==> config.mk <==
export PLATFORM = sky130hd
export DESIGN_NAME = id_sample_sequencer
export DESIGN_NICKNAME = d
export VERILOG_FILES = /design/src/rtl/id_seq_pkg.sv /design/src/rtl/id_seq_arbiter.sv /design/src/rtl/id_sample_sequencer.sv
export SDC_FILE = /design/constraint.sdc
export NUM_CORES = 1
export LEC_CHECK = 0
export CORE_MARGIN = 2
export CORE_UTILIZATION = 27
export CTS_CLUSTER_SIZE = 25
export DETAILED_ROUTE_END_ITERATION = 12
export GPL_ROUTABILITY_DRIVEN = 0
export GPL_TIMING_DRIVEN = 0
export SLEW_MARGIN = 30
export SYNTH_ARGS = -nofsm -noshare
export SYNTH_HDL_FRONTEND = slang
export SYNTH_SLANG_ARGS = --single-unit
==> constraint.sdc <==
create_clock -name SIM_CLK -period 3.6 [get_ports SIM_CLK]
set_input_delay 0.36 -clock SIM_CLK [delete_from_list [all_inputs] [get_ports SIM_CLK]]
set_output_delay 0.36 -clock SIM_CLK [all_outputs]
set_load 0.01 [all_outputs]
==> src/rtl/id_seq_pkg.sv <==
// Shared definitions for the discrete-input sample sequencer.
//   seq_state_e : sequencer FSM states
//   GRP_*       : 3-bit source group codes (GRP_RSVD has no enable line)
//   REQ_*       : requester indices into grant / request vectors
//   smp_req_t   : one requester's request level plus its source group
//   grp_onehot  : group code -> one-hot SRC_EN pattern (reserved -> 0)
package id_seq_pkg;

  typedef enum logic [2:0] {
    ST_IDLE = 3'd0,
    ST_CLR  = 3'd1,
    ST_GATE = 3'd2,
    ST_HOLD = 3'd3,
    ST_DONE = 3'd4
  } seq_state_e;

  localparam logic [2:0] GRP_CODE = 3'd0;
  localparam logic [2:0] GRP_EM   = 3'd1;
  localparam logic [2:0] GRP_SS   = 3'd2;
  localparam logic [2:0] GRP_DO   = 3'd3;
  localparam logic [2:0] GRP_ICR  = 3'd4;
  localparam logic [2:0] GRP_DINF = 3'd5;
  localparam logic [2:0] GRP_PS   = 3'd6;
  localparam logic [2:0] GRP_RSVD = 3'd7;

  localparam int NUM_REQ = 3;
  localparam int REQ_ECS = 0;
  localparam int REQ_PIO = 1;
  localparam int REQ_TLM = 2;

  typedef struct packed {
    logic       req;
    logic [2:0] grp;
  } smp_req_t;

  function automatic logic [7:0] grp_onehot(input logic [2:0] grp);
    logic [7:0] oh;
    oh = 8'b0;
    if (grp != GRP_RSVD) oh[grp] = 1'b1;
    return oh;
  endfunction

endpackage

==> src/rtl/id_seq_arbiter.sv <==
// Requester arbiter: fixed priority ECS > PIO > TLM, with TLM promoted to
// top priority once it has lost STARVE_LIM consecutive grants.
//   gclk, grst_n : clock, synchronous active-low reset
//   req          : per-requester request level and group
//   issue        : a grant is being issued this cycle (updates starve count)
//   any_req      : at least one requester is asking
//   win_oh       : one-hot winner (valid whenever any_req)
//   win_grp      : group of the winner
module id_seq_arbiter
  import id_seq_pkg::*;
#(
  parameter int STARVE_LIM = 3
) (
  input  logic                      gclk,
  input  logic                      grst_n,
  input  smp_req_t [NUM_REQ-1:0]    req,
  input  logic                      issue,
  output logic                      any_req,
  output logic     [NUM_REQ-1:0]    win_oh,
  output logic     [2:0]            win_grp
);

  logic [3:0] starve_q;
  logic       promote;

  assign any_req = req[REQ_ECS].req | req[REQ_PIO].req | req[REQ_TLM].req;

  always_comb begin
    promote = req[REQ_TLM].req && (starve_q >= 4'(STARVE_LIM));
    win_oh  = '0;
    if (promote)               win_oh[REQ_TLM] = 1'b1;
    else if (req[REQ_ECS].req) win_oh[REQ_ECS] = 1'b1;
    else if (req[REQ_PIO].req) win_oh[REQ_PIO] = 1'b1;
    else if (req[REQ_TLM].req) win_oh[REQ_TLM] = 1'b1;
    win_grp = GRP_CODE;
    for (int i = 0; i < NUM_REQ; i++)
      if (win_oh[i]) win_grp = req[i].grp;
  end

  // Counts grants TLM lost while asking; saturates rather than wrapping so
  // a long starvation run can never fall back below the promotion limit.
  always_ff @(posedge gclk) begin
    if (!grst_n) begin
      starve_q <= '0;
    end else if (issue) begin
      if (win_oh[REQ_TLM])
        starve_q <= '0;
      else if (req[REQ_TLM].req && starve_q != 4'hF)
        starve_q <= starve_q + 4'd1;
    end
  end

endmodule

==> src/rtl/id_sample_sequencer.sv <==
// Discrete-input sample sequencer. Grants one of ECS / PIO / TLM, then runs
// CLR -> GATE -> HOLD -> DONE on the DM latches and captures DM_IN.
//   SIM_CLK, SIM_RST        : clock, synchronous active-low reset
//   ECS_REQ                 : error-monitor request (group EM)
//   PIO_REQ/PIO_GRP         : process-input request and group
//   TLM_REQ/TLM_GRP         : telemetry request and group
//   DM_IN                   : sampler outputs
//   *_GNT                   : grant, held from grant cycle through DONE
//   SRC_EN                  : one-hot group enable during GATE and HOLD
//   CLR_STB, GATE_STB       : latch clear / gate timing strobes
//   DATA, DATA_VLD          : captured bits and their one-cycle valid
//   GRP_ERR                 : granted request named the reserved group
//   BUSY                    : sequencer not idle
module id_sample_sequencer
  import id_seq_pkg::*;
#(
  parameter int PHASE_CLKS = 4,
  parameter int STARVE_LIM = 3
) (
  input  logic       SIM_CLK,
  input  logic       SIM_RST,
  input  logic       ECS_REQ,
  input  logic       PIO_REQ,
  input  logic [2:0] PIO_GRP,
  input  logic       TLM_REQ,
  input  logic [2:0] TLM_GRP,
  input  logic [5:0] DM_IN,
  output logic       ECS_GNT,
  output logic       PIO_GNT,
  output logic       TLM_GNT,
  output logic [7:0] SRC_EN,
  output logic       CLR_STB,
  output logic       GATE_STB,
  output logic [5:0] DATA,
  output logic       DATA_VLD,
  output logic       GRP_ERR,
  output logic       BUSY
);

  seq_state_e                 state_q, state_d;
  logic       [7:0]           phase_q;
  logic       [NUM_REQ-1:0]   gnt_q;
  logic       [2:0]           grp_q;
  logic       [5:0]           data_q;
  smp_req_t   [NUM_REQ-1:0]   reqs;
  logic                       any_req, issue, in_phase, phase_last, grp_err_w;
  logic       [NUM_REQ-1:0]   win_oh;
  logic       [2:0]           win_grp;

  always_comb begin
    reqs[REQ_ECS] = {ECS_REQ, GRP_EM};
    reqs[REQ_PIO] = {PIO_REQ, PIO_GRP};
    reqs[REQ_TLM] = {TLM_REQ, TLM_GRP};
  end

  // A grant is only issued from IDLE with no grant outstanding, so the
  // granted IDLE cycle cannot stack a second grant on top of the first.
  assign issue      = (state_q == ST_IDLE) && (gnt_q == '0) && any_req;
  assign in_phase   = (state_q == ST_CLR) || (state_q == ST_GATE) || (state_q == ST_HOLD);
  assign phase_last = (phase_q == 8'(PHASE_CLKS - 1));
  assign grp_err_w  = (state_q == ST_IDLE) && (gnt_q != '0) && (grp_q == GRP_RSVD);

  id_seq_arbiter #(.STARVE_LIM(STARVE_LIM)) u_arb (
    .gclk    (SIM_CLK),
    .grst_n  (SIM_RST),
    .req     (reqs),
    .issue   (issue),
    .any_req (any_req),
    .win_oh  (win_oh),
    .win_grp (win_grp)
  );

  always_ff @(posedge SIM_CLK) begin
    if (!SIM_RST) state_q <= ST_IDLE;
    else          state_q <= state_d;
  end

  always_comb begin
    state_d = state_q;
    unique case (state_q)
      ST_IDLE: if (gnt_q != '0 && grp_q != GRP_RSVD) state_d = ST_CLR;
      ST_CLR:  if (phase_last) state_d = ST_GATE;
      ST_GATE: if (phase_last) state_d = ST_HOLD;
      ST_HOLD: if (phase_last) state_d = ST_DONE;
      ST_DONE: state_d = ST_IDLE;
      default: state_d = ST_IDLE;
    endcase
  end

  always_ff @(posedge SIM_CLK) begin
    if (!SIM_RST) begin
      phase_q <= '0;
      gnt_q   <= '0;
      grp_q   <= GRP_CODE;
      data_q  <= '0;
    end else begin
      if (in_phase && !phase_last) phase_q <= phase_q + 8'd1;
      else                         phase_q <= '0;
      if (issue) begin
        gnt_q <= win_oh;
        grp_q <= win_grp;
      end else if (state_q == ST_DONE || grp_err_w) begin
        gnt_q <= '0;
      end
      if (state_q == ST_HOLD && phase_last) data_q <= DM_IN;
    end
  end

  always_comb begin
    ECS_GNT  = gnt_q[REQ_ECS];
    PIO_GNT  = gnt_q[REQ_PIO];
    TLM_GNT  = gnt_q[REQ_TLM];
    CLR_STB  = (state_q == ST_CLR);
    GATE_STB = (state_q == ST_GATE);
    SRC_EN   = (state_q == ST_GATE || state_q == ST_HOLD) ? grp_onehot(grp_q) : 8'h00;
    DATA     = data_q;
    DATA_VLD = (state_q == ST_DONE);
    GRP_ERR  = grp_err_w;
    BUSY     = (state_q != ST_IDLE);
  end

endmodule

==> results.json <==
{
  "status": "completed",
  "grt_usage_pct": 11.5,
  "final_area_mm2": 0.00183,
  "clock_sinks": 27,
  "drt-initial-drc-count": 56,
  "synthAdderAreaFrac_pct": 1.88,
  "antenna_cells": 0,
  "fin_crit_ns": 2.22,
  "p_per_area_mw_per_mm2": 524,
  "final_util_pct": 38.4,
  "final.period_utilization_pct": 61.6,
  "route.detailed.drc": 0,
  "cts_buffer_depth": 2,
  "reg2reg_depth": 5,
  "synth_xor_area_share_pct": 3.94,
  "cts_root_buf": "clkbuf_8",
  "io_buffers": 36,
  "grt_pass1_vias": 1069,
  "holdPathEnd": "u_arb.starve_q[1]$_SDFFE_PN0P_",
  "required_ns": 3.24,
  "endpoint_kind": "primary output",
  "setup_viol": 0,
  "min_from": "TLM_REQ",
  "syn-num-nets": 168,
  "critPathBufInv": 3,
  "clk_latency_ns": 0.28,
  "fin_cells": 256,
  "crit_fanout": 8,
  "drt_pre_antenna_iters": 4,
  "p_leak_nw": 0.740,
  "synth.distinct_cells": 41,
  "fp.dieH_um": 74.3,
  "syn2layout_area_growth_pct": 37.0,
  "wl_per_cell_um": 11.6,
  "pre_cts_ws_ns": 1.53,
  "detail-route-antenna-nets": 0,
  "htree_levels": 1,
  "die_w_um": 74.3,
  "async_flop_share_pct": 0,
  "synth_compound_area_share_pct": 11.9,
  "grt_first_pass_wirelength_um": 4920,
  "cp_cell_sequence": "buf_6 > nor3_4 > inv_2 > nor3_4 > clkdlybuf4s50_1",
  "via_count": 1154,
  "rr_endpoint": "state_q[0]$_SDFFE_PN0P_",
  "drt-total-wl_um": 2970,
  "hold_viol": 0,
  "relSlewSlack_pct": 58.8,
  "initial_utilization_pct": 28.0,
  "synth_area_per_cell_um2": 8.94,
  "die-area_mm2": 0.00551,
  "worst_setup_path_start_kind": "flip-flop",
  "crit_type": "reg2out",
  "tritoncts": "done",
  "fmax_ghz": 0.451,
  "synth_edf_count": 0,
  "synthMuxAreaShare_pct": 5.26,
  "core_mm2": 0.00475,
  "postPlaceCellArea_mm2": 0.00178,
  "io_pins": 39,
  "reg2reg_slack_ns": 1.92,
  "slowest_stage": "clkdlybuf4s50_1",
  "nets": 209,
  "drive_gt1_share_pct": 8.47,
  "dp_cells": 252,
  "hold_path.class": "in2reg",
  "cpPeakStageDelay_ns": 0.57,
  "cts-hold-fix-buffers": 0,
  "synth_ff_type": "dfxtp_1",
  "layout_setup_ws_ns": 1.38,
  "crit_family": "buffers and inverters",
  "fp-row-count": 25,
  "worst_path_most_repeated_cell": "nor3_4",
  "skew_ns": 0.00513,
  "syn_inst": 149,
  "vias_per_cell": 4.51,
  "place_hpwl_um": 2210,
  "yosys.area_share.simple_pct": 33.0,
  "cts_resized": 0,
  "antenna_found_initial": 0,
  "cp.arrival_ns": 1.86,
  "rsz0062_at_grt": "no",
  "synth_top_family_by_area": "simple AND/OR/NAND/NOR gates",
  "gr-total-overflow": 0,
  "slew_violations": 0,
  "post_cts_buffers": 0,
  "synth-seq-cells": 27,
  "holdWs_ns": 0.438,
  "worst_pin_slew_ns": 0.611,
  "grt_max_degree": 17,
  "numCtsBuffers": 3,
  "ir_worst_vdd_mv": 0.143,
  "finalPower_mw": 0.957,
  "synthesis.area_mm2": 0.00133,
  "yosysSeqAreaShare_pct": 40.6,
  "min_path_cells": 3,
  "finalSetupTns_ns": 0,
  "maxCapViolations": 0,
  "ys_warn_count": 0,
  "cts.clk_slew.worst_paths_ns": 0.09,
  "rr_startpoint": "phase_q[0]$_SDFF_PN0_"
}
where the power goes:
| group | switching, mW | internal (mW) | total (mW) |
|---|---|---|---|
| registers | 0.0536 | 0.344 | 0.397 |
| clock network | 0.0969 | 0.0787 | 0.176 |
| logic | 0.204 | 0.180 | 0.384 |
| total | 0.354 | 0.602 | 0.957 |
logic make-up (layout without fill, tap and decap cells):
kind of cell | after synthesis | count (layout)
buffers and inverters | 8 | 48
AO/OA/AOI/OAI | 20 | 20
multiplexers | 7 | 7
XOR/XNOR | 6 | 6
flip-flops | 27 | 27
other | 1 | 1
adder cells (fa/ha/maj) | 2 | 2
AND/OR/NAND/NOR | 78 | 78
final cells by class:
| class | instances | area, um^2 |
|---|---|---|
| Inverter | 4 | 15.0 |
| Clock buffer | 3 | 41.3 |
| Fill cell | 512 | 2930 |
| Buffer | 4 | 27.5 |
| Timing Repair Buffer | 36 | 360 |
| Tap cell | 67 | 83.8 |
| Sequential cell | 27 | 541 |
| Multi-Input combinational cell | 114 | 749 |
| Clock inverter | 1 | 7.51 |
tightest hold or removal path: stages:
cell and delay (ns):
buf_2 0.16, nand4_1 0.09, a21oi_1 0.06
cells in the final DEF, fill, tap and decap left out, types with 2 or more instances in the layout:
cell,netlist,layout
nor3_1,4,4
nor2_1,29,29
or3_1,2,2
o21ai_0,4,4
xor2_1,5,5
nand3b_1,2,2
nand2b_1,4,4
clkbuf_8,0,3
a21oi_1,5,5
dfxtp_1,27,27
nand2_1,11,11
a32oi_1,2,2
a41o_1,4,4
clkdlybuf4s50_1,0,36
nor3_4,3,3
inv_1,2,2
nand3_1,9,9
and3_1,4,4
mux2i_1,7,7
ha_1,2,2
how the worst max path moves through the flow:
stage                                 start                 endpoint  slack (ns)  cells past startpoint
floorplan             phase_q[0]$_SDFF_PN0_  state_q[0]$_SDFFE_PN0P_        2.10                      5
finish              state_q[0]$_SDFFE_PN0P_                  GRP_ERR        1.38                      5
global placement                    SIM_RST    phase_q[6]$_SDFF_PN0_        1.56                      5
detailed placement                  SIM_RST    phase_q[7]$_SDFF_PN0_        1.53                      5
global route        state_q[2]$_SDFFE_PN0P_                SRC_EN[0]        1.24                      4
CTS                 state_q[0]$_SDFFE_PN0P_                  GRP_ERR        1.34                      5
flip-flops by register name (all words and copies together) (netlist names):
signal,flops
state_q,3
u_arb.starve_q,4
phase_q,8
grp_q,3
DATA,6
gnt_q,3
routing by layer:
layer / GRT usage [%] / wire [um] / share of wire (%) / up-vias
li1: - / - / - / 610
met1: 15.2 / 1430 / 48 / 502
met2: 17.7 / 1240 / 42 / 37
met3: 3.25 / 236 / 8.0 / 5
met4: 4.76 / 55 / 1.9 / 0
met5: 0 / 0 / 0 / -
synthesized netlist by cell type, drive strengths merged (2+ instances only):
library cell / number / share of area, %
a21oi: 5 / 1.9
a32oi: 2 / 1.3
a41o: 4 / 3.0
and3: 4 / 1.9
buf: 3 / 1.8
dfxtp: 27 / 41
ha: 2 / 1.9
inv: 3 / 0.85
mux2i: 7 / 5.3
nand2: 11 / 3.1
nand2b: 4 / 1.9
nand3: 10 / 4.1
nand3b: 2 / 1.1
nand4: 2 / 1.4
nor2: 29 / 8.2
nor3: 7 / 5.2
nor4b: 2 / 2.4
o21ai: 4 / 1.5
or3: 2 / 0.94
xor2: 5 / 3.3
Note: power is estimated with default switching activity, not from simulation.
